$ cat src/rtl/cdc_handshake_rx.sv
// Responder side of a 4-phase req/ack bundled-data clock-domain crossing.
// Synchronizes req_in, captures data_in once, and offers it via valid/ready before acknowledging.
module cdc_handshake_rx #(
  parameter int DATA_WIDTH  = 8,
  parameter int SYNC_STAGES = 2,
  parameter int CNT_WIDTH   = 16
) (
  input  logic                  clk,
  input  logic                  rst_n,
  input  logic                  req_in,
  input  logic [DATA_WIDTH-1:0] data_in,
  output logic                  ack_out,
  output logic [DATA_WIDTH-1:0] data_out,
  output logic                  data_valid,
  input  logic                  data_ready,
  output logic                  busy,
  output logic [CNT_WIDTH-1:0]  xfer_cnt,
  output logic                  proto_err
);

  typedef enum logic [1:0] {IDLE, VALID, ACK} state_t;

  state_t                 state, state_nxt;
  logic [SYNC_STAGES-1:0] sync_q;
  logic                   req_s;
  logic                   capture, accept, err_set;

  // Only the request level crosses; data_in is stable by the bundled-data rule.
  always_ff @(posedge clk or negedge rst_n) begin
    if (!rst_n) sync_q <= '0;
    else        sync_q <= {sync_q[SYNC_STAGES-2:0], req_in};
  end

  assign req_s = sync_q[SYNC_STAGES-1];

  always_comb begin
    state_nxt = state;
    capture   = 1'b0;
    accept    = 1'b0;
    err_set   = 1'b0;
    case (state)
      IDLE: if (req_s) begin
        capture   = 1'b1;
        state_nxt = VALID;
      end
      VALID: begin
        // Early withdrawal is flagged but the offered word still completes.
        if (!req_s) err_set = 1'b1;
        if (data_ready) begin
          accept    = 1'b1;
          state_nxt = ACK;
        end
      end
      ACK: if (!req_s) state_nxt = IDLE;
      default: state_nxt = IDLE;
    endcase
  end

  // ack_out and data_valid are dedicated flops so nothing decoded reaches the other domain.
  always_ff @(posedge clk or negedge rst_n) begin
    if (!rst_n) begin
      state      <= IDLE;
      ack_out    <= 1'b0;
      data_valid <= 1'b0;
      data_out   <= '0;
      xfer_cnt   <= '0;
      proto_err  <= 1'b0;
    end else begin
      state      <= state_nxt;
      ack_out    <= (state_nxt == ACK);
      data_valid <= (state_nxt == VALID);
      if (capture) data_out  <= data_in;
      if (accept)  xfer_cnt  <= xfer_cnt + CNT_WIDTH'(1);
      if (err_set) proto_err <= 1'b1;
    end
  end

  assign busy = (state != IDLE);

endmodule

$ cat config.mk
export PLATFORM = sky130hd
export DESIGN_NAME = cdc_handshake_rx
export DESIGN_NICKNAME = d
export VERILOG_FILES = /design/src/rtl/cdc_handshake_rx.sv
export SDC_FILE = /design/constraint.sdc
export NUM_CORES = 1
export LEC_CHECK = 0
export CELL_PAD_IN_SITES_DETAIL_PLACEMENT = 1
export CELL_PAD_IN_SITES_GLOBAL_PLACEMENT = 1
export CORE_ASPECT_RATIO = 0.9
export CORE_UTILIZATION = 32
export CTS_CLUSTER_DIAMETER = 120
export DETAILED_ROUTE_END_ITERATION = 10
export PLACE_DENSITY = 0.81
export REMOVE_ABC_BUFFERS = 1
export SLEW_MARGIN = 5
export SYNTH_ARGS = -nofsm -noshare
export SYNTH_HDL_FRONTEND = slang
export SYNTH_SLANG_ARGS = --single-unit
$ cat constraint.sdc
create_clock -name clk -period 1.4 [get_ports clk]
set_input_delay 0.42 -clock clk [delete_from_list [all_inputs] [get_ports clk]]
set_output_delay 0.42 -clock clk [all_outputs]
set_load 0.02 [all_outputs]
==> qor.yml <==
die_h_um: 62.0
ioPinCount: 40
syn_area_um2: 1280
fin_ws_ns: -0.0617
numCtsBuffers: 5
core.rowCount: 21
ys.flop_type: "dfrtp_1"
grt_pass1_vias: 1026
clk_pin_slew_worst_paths_ns: 0.06
crit_arrival_ns: 1.04
dpl_cell_area_um2: 1910
skew_ns: 0.00598
rsz0062_at_grt: "true"
min_from: "sync_q[0]"
p_int_mw: 2.35
ys_async_sr_fraction_pct: 100
power_frac_clock_pct: 21.0
tightest_slew_ns: 0.266
worstReg2RegStart: "state[1]"
wl_per_cell_um: 13.7
drc: 0
grt.overflow.total: 0
die_w_um: 68.7
ctsHtreeMaxLevel: 2
syn_avg_cell_area_um2: 14.1
min_period_ns: 1.46
hold_class: "flip-flop to flip-flop"
worstPathMaxFanout: 2
swShare_pct: 34.0
drive_gt1_share_pct: 39.3
ant_nets: 0
area_growth_syn_to_layout_pct: 56.0
cts.sinks: 31
seq_power_share_pct: 35.8
power_density_nw_per_um2: 1780
violations: "negative setup slack"
drt_iter0_markers: 22
place_ws_ns: -0.523
worst_setup_path_end_kind: "primary output"
cts_buffer_depth: 2
die_area_um2: 4260
synthCells: 91
fillCellCount: 410
final_cell_area_um2: 2000
irDropWorstVdd_mv: 0.865
setup_violations: 6
synthTopCellsByArea: "dfrtp_1 (61%), xnor2_1 (8.2%), mux2_2 (7.9%)"
post-route-period-util_pct: 104
port_buffers: 39
p_leak_nw: 0.967
crit_required_ns: 0.98
grt_antenna_before_repair: 0
hpwl_mm: 2.15
ys.warnings.count: 0
hold_viol: 0
p_sw_mw: 1.21
synth_cell_types: 24
antenna-diode-count: 0
viasPerCell: 4.66
timing.slew.headroom_pct: 82.2
gp_congestion: 0.769
ys_seq_area_share_pct: 60.5
synth_edf_count: 0
combPwrFrac_pct: 43.1
start_kind: "flip-flop"
nNetsFinal: 175
ys_ff_latch: 31
grt_max_degree: 32
yosysMostFrequentCell: "dfrtp_1"
status: "complete, but fails checks"
clkLatencyLatePin_ns: 0.27
synth_top_area_share_pct: 60.5
cts_tree: "built"
crit_start: "state[1]"
synth.top_cells.by_count: "dfrtp_1 (31), xnor2_1 (12), mux2_2 (9)"
criticalPathCategory: "flip-flop to primary output"
fmax_mhz: 684
vias: 974
track_usage_pct: 15.1
start_util_pct: 33.9
core_um2: 3780
grt_pass1_wl_mm: 4.56
dr.pass1.iters: 4
drv_slew: 0
final.setup.tns_ns: -0.0875
maxCapViolCount: 0
wirelength_mm: 2.87
root_buffer: "clkbuf_8"
total_power_mw: 3.56
synth_top_area_cell: "dfrtp_1"
==> cells by family (layout without fill, tap and decap cells) <==
kind of cell | count (synthesis) | after routing | share of synthesized area [%]
DFF | 31 | 31 | 60.5
xor gates and xnor gates | 14 | 14 | 9.57
adders and majority gates | 1 | 1 | 0.976
muxes | 9 | 9 | 7.91
and+or+nand+nor | 26 | 26 | 16.1
buffers and inverters | 4 | 76 | 1.46
AOI/OAI and AO/OA | 6 | 6 | 3.42
==> what timing repair did <==
item	CTS	global route
hold buffers	0	0
pin swaps	7	3
setup buffers	2	1
resized for setup	56	23
endpoints found under the setup margin	41	32
==> cell usage in the layout, fill, tap and decap left out, drive strengths merged, types with 2 or more instances in the layout <==
| cell | count |
|---|---|
| o31ai | 2 |
| xor2 | 2 |
| dfrtp | 31 |
| clkdlybuf4s50 | 10 |
| inv | 3 |
| mux2 | 9 |
| buf | 28 |
| nand4 | 2 |
| a211oi | 2 |
| clkbuf | 17 |
| xnor2 | 12 |
| nor2 | 3 |
| nor3 | 2 |
| nand2 | 5 |
| nand3 | 7 |
| clkdlybuf4s15 | 17 |
==> cell type report <==
cell class | count | area, um2 | share of cell area [%]
Multi-Input combinational cell | 56 | 497 | 24.9
Inverter | 3 | 11.3 | 0.564
Sequential cell | 31 | 776 | 38.8
Tap cell | 46 | 57.6 | 2.88
Clock buffer | 8 | 100 | 5.01
Timing Repair Buffer | 65 | 557 | 27.9
==> registers in the layout, indices dropped and copies added, names as in the netlist <==
name	count
ack_out	1
data_out	8
data_valid	1
proto_err	1
state	2
sync_q	2
xfer_cnt	16
==> final timing paths <==
| check | end | slack [ns] | depth (start not counted) |
|---|---|---|---|
| min in group asynchronous | xfer_cnt[13] | 0.50 | 2 |
| max in group asynchronous | data_out[5] | 0.72 | 2 |
| worst min-delay path | sync_q[1] | 0.35 | 0 |
| worst max-delay path | busy | -0.06 | 2 |
| worst min register to register | sync_q[1] | 0.35 | 0 |
| worst max register to register | data_out[4] | -0.01 | 4 |
==> power by group through the flow <==
stage | clock network [mW] | logic [mW] | registers, mW
final | 0.749 | 1.54 | 1.28
after global routing | 0.812 | 1.65 | 1.31
after CTS | 0.778 | 1.51 | 1.28
after detailed placement | 0 | 1.61 | 1.29
after global placement | 0 | 1.57 | 1.28
after floorplan | 0 | 0.489 | 1.62
==> routing by layer <==
metal,GRT usage (%),share of wire [%],vias to the layer above
li1,-,-,457
met3,3.65,4.2,5
met1,16.7,39,489
met5,0,0,-
met4,8.16,1.7,0
met2,27.0,55,23
==> stage by stage <==
stage                     std cells  util (%)  hold WS [ns]
after global routing            209      52.8         0.361
after floorplan                  90         -         0.124
after global placement          198      50.4         0.332
after CTS                       208      53.5         0.351
after detailed placement        198      50.4         0.338
final                           209      52.8         0.349
==> critical path: stages (launching register included) <==
cell and delay (ns):
dfrtp_1 0.39, or2_4 0.26, buf_6 0.13
Power figures use the tool's default switching activity.
